**src/rtl/bus_uart_tx.sv**
```systemverilog
// CPU-bus UART transmitter: register access over the start/busy handshake,
// a byte FIFO, and an 8N1 serialiser with a programmable bit divisor.
module bus_uart_tx #(
    parameter int FIFO_DEPTH  = 16,
    parameter int DIV_DEFAULT = 217
) (
    input  logic        clk,
    input  logic        reset,
    input  logic        sel,
    input  logic [1:0]  address,
    input  logic [31:0] data,
    input  logic        we,
    input  logic        start,
    output logic        busy,
    output logic [31:0] q,
    output logic        uart_tx,
    output logic        irq
);

    localparam int AW = (FIFO_DEPTH > 1) ? $clog2(FIFO_DEPTH) : 1;
    localparam logic [AW:0]   DEPTH_C = (AW+1)'(FIFO_DEPTH);
    localparam logic [AW:0]   CNT_ONE = 1;
    localparam logic [AW-1:0] PTR_ONE = 1;

    typedef enum logic [1:0] {
        S_IDLE,
        S_START,
        S_DATA,
        S_STOP
    } state_t;

    logic          busy_r;
    logic [7:0]    mem [FIFO_DEPTH];
    logic [AW-1:0] wr_ptr;
    logic [AW-1:0] rd_ptr;
    logic [AW:0]   count;
    logic [15:0]   div_reg;
    logic [1:0]    ctrl;
    logic          overflow;

    state_t        state;
    logic [15:0]   tick;
    logic [15:0]   div_lat;
    logic [2:0]    bit_cnt;
    logic [7:0]    shift_reg;

    logic          accept;
    logic          wr_acc;
    logic          push_req;
    logic          push_ok;
    logic          drop;
    logic          pop;
    logic          empty;
    logic          full;
    logic          active;
    logic          tick_done;
    logic          load_next;
    logic [7:0]    fifo_head;
    logic [31:0]   status_word;
    logic [31:0]   rd_mux;
    logic          unused_data;

    assign unused_data = ^data[31:16];

    // Only a start seen while no access is in flight is accepted.
    assign accept   = start & sel & ~busy_r;
    assign busy     = accept | busy_r;
    assign wr_acc   = accept & we;
    assign push_req = wr_acc && (address == 2'd0);

    assign empty     = (count == '0);
    assign full      = (count == DEPTH_C);
    assign active    = (state != S_IDLE);
    assign tick_done = (tick == div_lat - 16'd1);
    assign load_next = ctrl[0] & ~empty;
    assign fifo_head = mem[rd_ptr];

    // A byte is fetched when idle, or at the last stop-bit cycle for back-to-back frames.
    assign pop     = load_next && ((state == S_IDLE) || ((state == S_STOP) && tick_done));
    assign push_ok = push_req & (~full | pop);
    assign drop    = push_req & ~push_ok;

    assign status_word = ((32'(count) << 8) & 32'h0000_FF00)
                       | {28'h0, overflow, active, full, empty};

    always_comb begin
        rd_mux = 32'h0;
        case (address)
            2'd0: rd_mux = 32'h0;
            2'd1: rd_mux = status_word;
            2'd2: rd_mux = {16'h0, div_reg};
            2'd3: rd_mux = {30'h0, ctrl};
            default: rd_mux = 32'h0;
        endcase
    end

    always_ff @(posedge clk) begin
        if (push_ok) begin
            mem[wr_ptr] <= data[7:0];
        end
    end

    always_ff @(posedge clk) begin
        if (reset) begin
            wr_ptr <= '0;
            rd_ptr <= '0;
            count  <= '0;
        end else begin
            if (push_ok) begin
                wr_ptr <= wr_ptr + PTR_ONE;
            end
            if (pop) begin
                rd_ptr <= rd_ptr + PTR_ONE;
            end
            case ({push_ok, pop})
                2'b10:   count <= count + CNT_ONE;
                2'b01:   count <= count - CNT_ONE;
                default: count <= count;
            endcase
        end
    end

    always_ff @(posedge clk) begin
        if (reset) begin
            busy_r   <= 1'b0;
            q        <= 32'h0;
            div_reg  <= 16'(DIV_DEFAULT);
            ctrl     <= 2'b00;
            overflow <= 1'b0;
        end else begin
            busy_r <= accept;
            if (drop) begin
                overflow <= 1'b1;
            end
            if (wr_acc) begin
                case (address)
                    2'd1: begin
                        if (data[3]) begin
                            overflow <= 1'b0;
                        end
                    end
                    2'd2: div_reg <= (data[15:0] < 16'd4) ? 16'd4 : data[15:0];
                    2'd3: ctrl    <= data[1:0];
                    default: ;
                endcase
            end
            if (accept && !we) begin
                q <= rd_mux;
            end
        end
    end

    // Serialiser: every state lasts div_lat cycles; uart_tx is updated on the edge leaving a bit.
    always_ff @(posedge clk) begin
        if (reset) begin
            state     <= S_IDLE;
            uart_tx   <= 1'b1;
            irq       <= 1'b0;
            tick      <= 16'd0;
            div_lat   <= 16'd4;
            bit_cnt   <= 3'd0;
            shift_reg <= 8'h00;
        end else begin
            irq <= 1'b0;
            case (state)
                S_IDLE: begin
                    uart_tx <= 1'b1;
                    if (pop) begin
                        shift_reg <= fifo_head;
                        div_lat   <= div_reg;
                        tick      <= 16'd0;
                        uart_tx   <= 1'b0;
                        state     <= S_START;
                    end
                end
                S_START: begin
                    if (tick_done) begin
                        tick      <= 16'd0;
                        bit_cnt   <= 3'd0;
                        uart_tx   <= shift_reg[0];
                        shift_reg <= shift_reg >> 1;
                        state     <= S_DATA;
                    end else begin
                        tick <= tick + 16'd1;
                    end
                end
                S_DATA: begin
                    if (tick_done) begin
                        tick <= 16'd0;
                        if (bit_cnt == 3'd7) begin
                            uart_tx <= 1'b1;
                            state   <= S_STOP;
                        end else begin
                            bit_cnt   <= bit_cnt + 3'd1;
                            uart_tx   <= shift_reg[0];
                            shift_reg <= shift_reg >> 1;
                        end
                    end else begin
                        tick <= tick + 16'd1;
                    end
                end
                S_STOP: begin
                    if (tick_done) begin
                        tick <= 16'd0;
                        if (pop) begin
                            shift_reg <= fifo_head;
                            div_lat   <= div_reg;
                            uart_tx   <= 1'b0;
                            state     <= S_START;
                        end else begin
                            irq   <= empty & ctrl[1];
                            state <= S_IDLE;
                        end
                    end else begin
                        tick <= tick + 16'd1;
                    end
                end
                default: state <= S_IDLE;
            endcase
        end
    end

endmodule

```
**config.mk**
```make
export PLATFORM = sky130hd
export DESIGN_NAME = bus_uart_tx
export DESIGN_NICKNAME = d
export VERILOG_FILES = /design/src/rtl/bus_uart_tx.sv
export SDC_FILE = /design/constraint.sdc
export NUM_CORES = 1
export LEC_CHECK = 0
export ABC_AREA = 0
export BUFFER_PORTS_ARGS = -buffer_cell sky130_fd_sc_hd__buf_2
export CAP_MARGIN = 40
export CORE_MARGIN = 4
export CORE_UTILIZATION = 60
export DETAILED_ROUTE_END_ITERATION = 8
export HOLD_SLACK_MARGIN = 0.03
export PLACE_DENSITY_LB_ADDON = 0.1
export SETUP_SLACK_MARGIN = 0.3
export SYNTH_ARGS = -nofsm -noshare
export SYNTH_HDL_FRONTEND = slang
export SYNTH_SLANG_ARGS = --single-unit
```
**constraint.sdc**
```tcl
create_clock -name clk -period 5.65 [get_ports clk]
set_input_delay 1.13 -clock clk [delete_from_list [all_inputs] [get_ports clk]]
set_output_delay 1.13 -clock clk [all_outputs]
set_load 0.05 [all_outputs]
```
==> flow_summary.json, run 1 <==
{
  "outcome": "completed",
  "synth_top_area_cell": "edfxtp_1",
  "antenna_left": 0,
  "rrSetupSlack_ns": 0.92,
  "synth_cells": 877,
  "r2r_end": "mem[4][5]",
  "grt_pass1_wl_um": 38140,
  "cpMaxStageDelayCell": "or4_4",
  "avgSynthCellArea_um2": 11.92,
  "postCtsHoldBufs": 0,
  "grt_start_max_net_pins": 79,
  "cp_max_fo": 10,
  "place_congestion": 0.8399,
  "largest_register_ffs": 128,
  "htreeDepth": 1,
  "timing.hold.ws_ns": 0.4573,
  "synth_edf_count": 128,
  "crit_chain": "inv_1, ha_1, or4b_4, or3_1, a2111oi_2, or4b_4, or4_4, a31oi_2, and3_1, and2_1",
  "critPathRequiredTime_ns": 5.82,
  "min_to": "q[5]",
  "cp.buffers_inverters": 1,
  "slew_headroom_pct": 39.40,
  "min_path_cells": 2,
  "critPathArrivalTime_ns": 4.91,
  "cts_resized": 0,
  "dp_slack_ns": 0.9580,
  "area_growth_pct": 10.33,
  "end_kind": "flop",
  "post_cts_buffers": 0,
  "numCtsBuffers": 24,
  "drtIter0Drc": 627,
  "critPathKind": "flop to flop",
  "synth_area_leaders": "edfxtp_1 37%, dfxtp_1 19%, mux4_2 8.6%, a21oi_1 2.6%, nand2_1 2.4%",
  "dpl.hpwl_um": 15650,
  "path_clk_slew_ns": 0.06,
  "clock_latency_ns": 0.54,
  "drc": 0,
  "synth_ff_type": "edfxtp_1",
  "wl_um": 23880,
  "cts_tree": "built",
  "worstSetupPathDepth": 10,
  "yosys-top-cells-count": "128 x edfxtp_1, 100 x dfxtp_1, 68 x nand2_1",
  "synth.distinct_cells": 72,
  "portBuffers": 41,
  "utilization_pct": 67.15,
  "r2r_start": "div_lat[0]",
  "placementRows": 48,
  "boundaryPins": 74,
  "tns_ns": 0,
  "core_um2": 17180,
  "cp-start-kind": "flop",
  "synth_most_common_cell": "edfxtp_1",
  "syn_area_um2": 10460,
  "skew_ns": 0.01840,
  "yosys_warnings": 0,
  "vias_per_cell": 6.316,
  "hold_path.class": "flop to flop",
  "peakVddDrop_mv": 0.2917,
  "setup_slack_ns": 0.9159,
  "power_mw": 3.470,
  "r2r_cells": 10,
  "antenna_found_initial": 0,
  "cts.sinks": 228,
  "hold_violations": 0,
  "vias": 7188,
  "clockRootBuffer": "clkbuf_16",
  "fin_crit_ns": 4.734,
  "drive_gt1_share_pct": 17.20,
  "cp_common_cell": "or4b_4",
  "drv_slew": 0,
  "synth-seq-area-share_pct": 55.91,
  "wl_per_cell_um": 20.98,
  "start_util_pct": 60.87,
  "fmax_mhz": 211.2,
  "cp_slowest_stage_delay_ns": 0.56,
  "hold_path.startpoint": "q[5]",
  "worst_pin_slew_ns": 0.9021,
  "synthArstFlopShare_pct": 0,
  "grt_use_total_pct": 24.26,
  "dieArea_um2": 19600,
  "die_w_um": 140.0,
  "fin_crit_sh_pct": 83.79,
  "die_y_um": 140.0,
  "diodes": 0,
  "dr.pass1.iters": 5,
  "grt.overflow.total": 0,
  "power_leakage_nw": 3.955,
  "grt_pass1_vias": 6971,
  "power_density_nw_per_um2": 300.8,
  "rsz0062_at_grt": "false",
  "synth_top_area_share_pct": 36.76,
  "ys_ff_latch": 228,
  "max_cap_violations": 0,
  "finalSetupViolCount": 0,
  "top_register": "mem",
  "clock_path_buffers": 3,
  "crit_family": "simple AND/OR/NAND/NOR gates",
  "nets": 949
}
## area by class of cell
class,instances,area [um^2]
Multi-Input combinational cell,580,4269
Sequential cell,228,5847
Inverter,12,45.04
Timing Repair Buffer,49,271.5
Fill cell,1247,5642
Clock buffer,34,709.4
Clock inverter,10,111.4
Tap cell,225,281.5
## how the worst max path moves through the flow
stage / from / end
finish: div_lat[0] / mem[4][5]
global route: div_lat[0] / mem[12][6]
CTS: div_lat[0] / mem[12][6]
detailed placement: div_lat[0] / mem[4][1]
global placement: div_lat[0] / mem[5][0]
floorplan: div_lat[0] / count[4]
## logic make-up after synthesis
logic type	Yosys count	share of synthesized area (%)
fa+ha+maj	15	1.795
buf+inv	84	3.842
flops	228	55.91
mux	66	11.25
compound gates	149	9.347
simple gates	315	16.23
other cells	1	0.03587
xor+xnor	19	1.592
## placed cells by master, fill, tap and decap left out, types with 5 or more instances in the layout
| cell type | n |
|---|---|
| a31oi_1 | 5 |
| a211oi_1 | 6 |
| conb_1 | 16 |
| or3_1 | 6 |
| and2_1 | 25 |
| clkbuf_8 | 5 |
| mux4_2 | 40 |
| mux2_2 | 11 |
| nor2b_1 | 17 |
| nor3_1 | 24 |
| edfxtp_1 | 128 |
| nand3b_1 | 11 |
| clkinv_2 | 5 |
| o31ai_1 | 6 |
| dfxtp_1 | 99 |
| nand2_1 | 68 |
| buf_4 | 8 |
| nor2_1 | 49 |
| a21oi_1 | 54 |
| nor4_1 | 11 |
| a221oi_1 | 10 |
| o21ai_0 | 26 |
| ha_1 | 15 |
| nand3_1 | 37 |
| nand4_1 | 7 |
| and3_1 | 17 |
| nand2b_1 | 13 |
| and3b_1 | 5 |
| inv_1 | 12 |
| xnor2_1 | 11 |
| xor2_1 | 8 |
| buf_2 | 40 |
| mux2i_1 | 14 |
| clkbuf_16 | 25 |
## per-stage QoR
stage          cells  instance area (um^2)
6_report        1138                 11530
5_1_grt         1138                 11530
4_1_cts         1138                 11530
3_5_place_dp    1094                 10710
3_3_place_gp    1092                 10700
2_1_floorplan    892                 10510
## worst min-delay path: stages, from the launching register on
cell	delay, ns
dfxtp_1	0.31
nand2_1	0.05
a21oi_1	0.05
## routing by layer
layer,track usage [%],part of all wire (%),vias up
met5,0,0,-
met4,5.048,1.4,0
met3,5.497,8.3,33
met2,37.38,46,310
met1,35.95,44,3532
li1,-,-,3313
## power by group
group / internal, mW / switching [mW]
Clock: 0.933 / 0.660
Combinational: 0.0231 / 0.0926
Sequential: 1.76 / 0.00503
No activity file was read; power rests on OpenSTA's default activity.
==> run 2: changes to the inputs <==
ABC_AREA = 1   (was 0)
CORE_UTILIZATION = 54   (was 60)
clock period = 3.85 ns   (was 5.65 ns; I/O delays follow)
==> run 2 against run 1 <==
Total power up 55%. Fmax up 49%. Combinational power rose to 3.6 times the previous value. Design area up 0.73%. Die area up 9.2%. Clock power up 47%. Core utilization down 5.2 points. Critical path depth up 9. Critical path type unchanged. Largest cell class unchanged.
==> flow_summary.json, run 2 <==
{
  "hold_path.class": "flop to flop",
  "power_mw": 5.387,
  "setup_slack_ns": 0.6783,
  "critPathArrivalTime_ns": 3.38,
  "finalSetupViolCount": 0,
  "critPathKind": "flop to flop",
  "min_to": "q[1]",
  "cts_tree": "built",
  "synth_top_area_cell": "edfxtp_1",
  "core_um2": 18770,
  "grt.overflow.total": 0,
  "grt_pass1_vias": 7274,
  "dp_slack_ns": 0.7047,
  "path_clk_slew_ns": 0.06,
  "ys_ff_latch": 228,
  "worst_pin_slew_ns": 0.7470,
  "cp-start-kind": "flop",
  "final_cell_mix": "172 x nor2_1, 162 x nand2_1, 128 x edfxtp_1, 125 x o21ai_0, 99 x dfxtp_1",
  "hold_violations": 0,
  "synth_edf_count": 128,
  "clock_latency_ns": 0.53,
  "grt_pass1_wl_um": 38320,
  "hold_path.startpoint": "q[1]",
  "largest_register_ffs": 128,
  "cp_slowest_stage_delay_ns": 0.32,
  "rsz0062_at_grt": "false",
  "synth-seq-area-share_pct": 56.58,
  "drtIter0Drc": 540,
  "grt_use_total_pct": 21.96,
  "avgSynthCellArea_um2": 9.152,
  "drc": 0,
  "multiInputGateArea_um2": 3875,
  "cp_common_cell": "nand2_1",
  "regArea_um2": 5847,
  "place_congestion": 0.8992,
  "r2r_start": "div_lat[0]",
  "start_util_pct": 55.05,
  "yosys_warnings": 0,
  "grt_start_max_net_pins": 65,
  "drv_slew": 0,
  "synth.distinct_cells": 48,
  "end_kind": "flop",
  "skew_ns": 0.02134,
  "dieArea_um2": 21410,
  "cp_max_fo": 8,
  "fin_crit_sh_pct": 82.38,
  "slew_headroom_pct": 50.20,
  "peakVddDrop_mv": 0.4136,
  "nets": 1230,
  "diodes": 0,
  "vias": 7921,
  "htreeDepth": 1,
  "max_cap_violations": 0,
  "outcome": "completed",
  "placementRows": 50,
  "die_w_um": 146.3,
  "synthArstFlopShare_pct": 0,
  "antenna_found_initial": 0,
  "synth_ff_type": "edfxtp_1",
  "cpMaxStageDelayCell": "dfxtp_1",
  "min_path_cells": 2,
  "clockRootBuffer": "clkbuf_16",
  "top_register": "mem",
  "cts.sinks": 228,
  "critPathRequiredTime_ns": 4.06,
  "area_growth_pct": 12.45,
  "drive_gt1_share_pct": 11.98,
  "dr.pass1.iters": 5,
  "power_leakage_nw": 4.520,
  "synth_most_common_cell": "nor2_1",
  "fillers": 1600,
  "rrSetupSlack_ns": 0.68,
  "boundaryPins": 74,
  "layout_commonest_cell": "nor2_1",
  "antenna_left": 0,
  "syn_area_um2": 10330,
  "clock_path_buffers": 3,
  "yosys-top-cells-count": "172 x nor2_1, 163 x nand2_1, 128 x edfxtp_1",
  "post_cts_buffers": 0,
  "fin_crit_ns": 3.172,
  "wl_per_cell_um": 16.66,
  "synth_cells": 1129,
  "numCtsBuffers": 24,
  "tns_ns": 0,
  "dpl.hpwl_um": 15800,
  "vias_per_cell": 5.547,
  "crit_chain": "inv_1, ha_1, nand2_1, nor2_2, nand2_1, nand2_1, nand3_1, nor2_1, nand2_1, nor2_1, nand3_2, nand2_4, nand2_4, nand3_2, nand2_2, inv_2, nand2_1, nor2_1, buf_4",
  "r2r_cells": 19,
  "fmax_mhz": 315.3,
  "wl_um": 23790,
  "synth_area_leaders": "edfxtp_1 37%, dfxtp_1 19%, nor2_1 6.2%, o21ai_0 6.1%, nand2_1 5.9%",
  "power_density_nw_per_um2": 463.6,
  "r2r_end": "mem[7][6]",
  "die_y_um": 146.3,
  "synth_top_area_share_pct": 37.20,
  "portBuffers": 41
}
run 2: cell count changes after synthesis, moves of 18 or more:
cell	delta
inv_1	+76
nand3_1	+24
and2_1	-25
nor2_1	+123
o21ai_0	+99
a21oi_1	+18
nand2_1	+95
mux4_2	-40
nor3_1	-19
o221ai_1	+26
run 2: stage by stage:
step                      area, um^2  hold slack, ns  cells  util (%)
after floorplan                10390          0.4416   1144         -
after global routing           11620          0.4810   1428     61.91
final                          11620          0.4609   1428     61.91
after CTS                      11620          0.4630   1428     61.89
after detailed placement       10800          0.4534   1384     57.55
after global placement         10770          0.4532   1382     57.36
run 2: power breakdown:
group | leakage (nW) | internal [mW] | total, mW | switching (mW)
sequential | 1.96 | 2.61 | 2.63 | 0.0262
clock | 0.390 | 1.40 | 2.34 | 0.935
combinational | 2.17 | 0.105 | 0.414 | 0.309
total | 4.52 | 4.12 | 5.39 | 1.27
run 2: layout make-up:
cell class	count	share of cell area, %
clock buffers	29	5.589
clock inverters	15	1.432
inverters	94	3.037
multi-input cells	759	33.35
flip-flops and latches	228	50.32
well taps	234	2.520
repair buffers	69	3.748
run 2: cells by family (layout without fill, tap and decap cells):
group / count (synthesis) / after routing / share of synthesized area [%]
muxes: 2 / 2 / 0.1938
xor gates and xnor gates: 16 / 16 / 1.429
and+or+nand+nor: 444 / 444 / 18.50
AOI/OAI and AO/OA: 266 / 266 / 14.96
other: 1 / 16 / 0.03629
buffers and inverters: 157 / 207 / 6.491
adders and majority gates: 15 / 15 / 1.816
DFF: 228 / 228 / 56.58
run 2: what timing repair did:
item                                    4_1_cts  5_1_grt
resized for setup                             0        1
hold buffers                                  0        0
endpoints found under the setup margin        0        1
endpoints found under the hold margin         0        0
run 2: worst max path at each step:
stage	startpoint	to	slack [ns]	cells past startpoint
floorplan	div_lat[0]	mem[11][0]	1.12	19
global placement	div_lat[0]	mem[3][6]	0.72	19
detailed placement	div_lat[0]	mem[3][4]	0.70	19
CTS	div_lat[0]	mem[3][2]	0.69	19
global route	div_lat[0]	mem[7][6]	0.33	19
finish	div_lat[0]	mem[7][6]	0.68	19
run 2: routing by layer:
layer	track usage (%)	wire [um]
met5	0	0
met4	5.691	516
met3	3.197	1244
met2	34.15	10660
met1	32.57	11370
run 2: critical path: cells and delay by family (launching register included):
family	cells	cell delay [ns]
adder cells (fa/ha/maj)	1	0.22
buffers and inverters	3	0.48
AND/OR/NAND/NOR	15	1.82
flip-flops	1	0.32
==> run 3: changes to the inputs <==
CORE_UTILIZATION = 60   (was 54)
clock period = 3.05 ns   (was 3.85 ns; I/O delays follow)
==> run 3 against run 2 <==
Sequential share of layout area fell by 1.9 points. Register-to-register slack got worse by 0.35 ns. Critical endpoint is now count[4]. Sequential power rose by 27%. Highest routed layer unchanged. Clock skew fell by 0.014 ns.
==> flow_summary.json, run 3 (same netlist as run 2, synthesis figures left out) <==
{
  "numCtsBuffers": 23,
  "top_register": "mem",
  "cp_max_fo": 5,
  "area_growth_pct": 16.96,
  "clockRootBuffer": "clkbuf_16",
  "fin_crit_sh_pct": 89.20,
  "grt_pass1_vias": 7606,
  "cp-start-kind": "flop",
  "hold_path.startpoint": "data[14]",
  "dieArea_um2": 19380,
  "boundaryPins": 74,
  "hold_path.class": "input port to flop",
  "die_y_um": 139.2,
  "p_seq_share_pct": 48.5,
  "wl_um": 24830,
  "fin_crit_ns": 2.720,
  "peakVddDrop_mv": 0.4905,
  "swShare_pct": 24.01,
  "r2r_cells": 25,
  "tns_ns": 0,
  "critPathKind": "flop to flop",
  "r2r_end": "count[4]",
  "skew_ns": 0.007365,
  "grt_pass1_wl_um": 39050,
  "final_cell_mix": "152 x nor2_1, 146 x nand2_1, 128 x edfxtp_1, 124 x o21ai_0, 96 x dfxtp_1",
  "place_congestion": 0.9302,
  "antenna_left": 0,
  "drc": 0,
  "antenna_found_initial": 0,
  "drv_slew": 0,
  "outcome": "completed",
  "die_w_um": 139.2,
  "critPathArrivalTime_ns": 3.14,
  "postCtsHoldBufs": 0,
  "path_clk_slew_ns": 0.06,
  "max_cap_violations": 0,
  "dr.pass1.iters": 5,
  "fmax_mhz": 367.6,
  "power_mw": 6.861,
  "vias": 8266,
  "core_um2": 16700,
  "htreeDepth": 1,
  "p_switching_mw": 1.648,
  "min_to": "div_reg[14]",
  "start_util_pct": 61.87,
  "drtIter0Drc": 808,
  "portBuffers": 41,
  "min_path_cells": 3,
  "grt_start_max_net_pins": 65,
  "critPathRequiredTime_ns": 3.47,
  "finalSetupViolCount": 0,
  "power_density_nw_per_um2": 567.7,
  "p_comb_share_pct": 8.3,
  "r2r_start": "div_lat[0]",
  "clock_path_buffers": 3,
  "cts_tree": "built",
  "cts.sinks": 228,
  "dpl.hpwl_um": 15990,
  "drive_gt1_share_pct": 17.98,
  "hold_violations": 0,
  "power_leakage_nw": 4.684,
  "diodes": 0,
  "vias_per_cell": 5.748,
  "placementRows": 47,
  "end_kind": "flop",
  "largest_register_ffs": 128,
  "clkPwrFrac_pct": 43.3,
  "utilization_pct": 72.36,
  "slew_headroom_pct": 54.33,
  "rrSetupSlack_ns": 0.33,
  "wl_per_cell_um": 17.27,
  "clock_latency_ns": 0.52,
  "grt.overflow.total": 0,
  "worst_pin_slew_ns": 0.6850,
  "grt_use_total_pct": 24.61,
  "layout_commonest_cell": "nor2_1",
  "nets": 1255,
  "rsz0062_at_grt": "true",
  "p_int_mw": 5.214
}
## run 3: cell types whose count changed in the layout (fill, tap and decap cells not counted), moves of 4 or more
cell and change:
nand2_1 -16, buf_4 +15, nor2_1 -20, nand3_1 -4, nor2_2 +14, inv_1 -6
buf_6 +12, nor2_4 +6, nand2_2 +10, nand2_4 +5
## run 3: through the flow
| step | std cells | hold WS [ns] | setup WS (ns) | instance area, um^2 |
|---|---|---|---|---|
| global route | 1438 | 0.3284 | 0.1782 | 12090 |
| CTS | 1427 | 0.3216 | 0.3081 | 11740 |
| floorplan | 1144 | 0.4416 | 0.3244 | 10390 |
| global placement | 1381 | 0.4527 | 0.1359 | 10860 |
| finish | 1438 | 0.3303 | 0.3295 | 12090 |
| detailed placement | 1381 | 0.4526 | 0.06956 | 10860 |
## run 3: what timing repair did
| action | in CTS | in global routing |
|---|---|---|
| pin swaps | 4 | 28 |
| resized for setup | 13 | 77 |
| setup buffers | 4 | 11 |
| setup endpoints to repair | 136 | 154 |
## run 3: worst max path at each step
stage / from / to / depth (start not counted)
6_report: div_lat[0] / count[4] / 25
5_1_grt: div_lat[0] / count[4] / 22
4_1_cts: div_lat[0] / count[4] / 22
3_5_place_dp: div_lat[1] / mem[0][2] / 19
3_3_place_gp: div_lat[1] / mem[8][1] / 19
2_1_floorplan: div_lat[0] / mem[15][0] / 19
## run 3: per-layer routing
layer  wire length, um  global-route usage (%)  vias to the layer above
met5                 0                       0                        -
met4               472                   5.252                        0
met3              1716                   3.053                       47
met2             11850                   40.05                      297
met1             10790                   35.92                     3902
li1                  -                       -                     4020
## run 3: power groups by stage
stage / clock network [mW] / logic (mW) / registers (mW)
6_report: 2.97 / 0.566 / 3.33
5_1_grt: 3.14 / 0.621 / 3.33
4_1_cts: 3.01 / 0.539 / 3.32
3_5_place_dp: 0 / 0.527 / 3.39
3_3_place_gp: 0 / 0.521 / 3.39
2_1_floorplan: 0 / 0.364 / 3.41
## run 3: critical path, cell delays in order, from the launching register on
cell and delay, ns:
dfxtp_2 0.35, inv_2 0.06, ha_4 0.17, inv_1 0.07, nand2_1 0.09, nand3_2 0.10
nand3_2 0.07, nor2_1 0.11, nand2_1 0.07, nor2_1 0.11, nand2_1 0.09, nor2_4 0.13
nand3_4 0.11, nand2_4 0.12, nand3_4 0.09, nand2_2 0.12, nand2_2 0.06, inv_2 0.07
ha_4 0.14, inv_4 0.04, nand2_4 0.05, nand4_1 0.06, nand2_1 0.12, nand3_1 0.08
nand2_1 0.07, nor2_1 0.05
## run 3: area by class of cell
cell class / instances / area (um^2)
Clock buffer: 31 / 646.9
Inverter: 94 / 369.1
Multi-Input combinational cell: 759 / 4114
Fill cell: 1222 / 4616
Sequential cell: 228 / 5851
Timing Repair Buffer: 95 / 668.1
Clock inverter: 11 / 161.4
Tap cell: 220 / 275.3
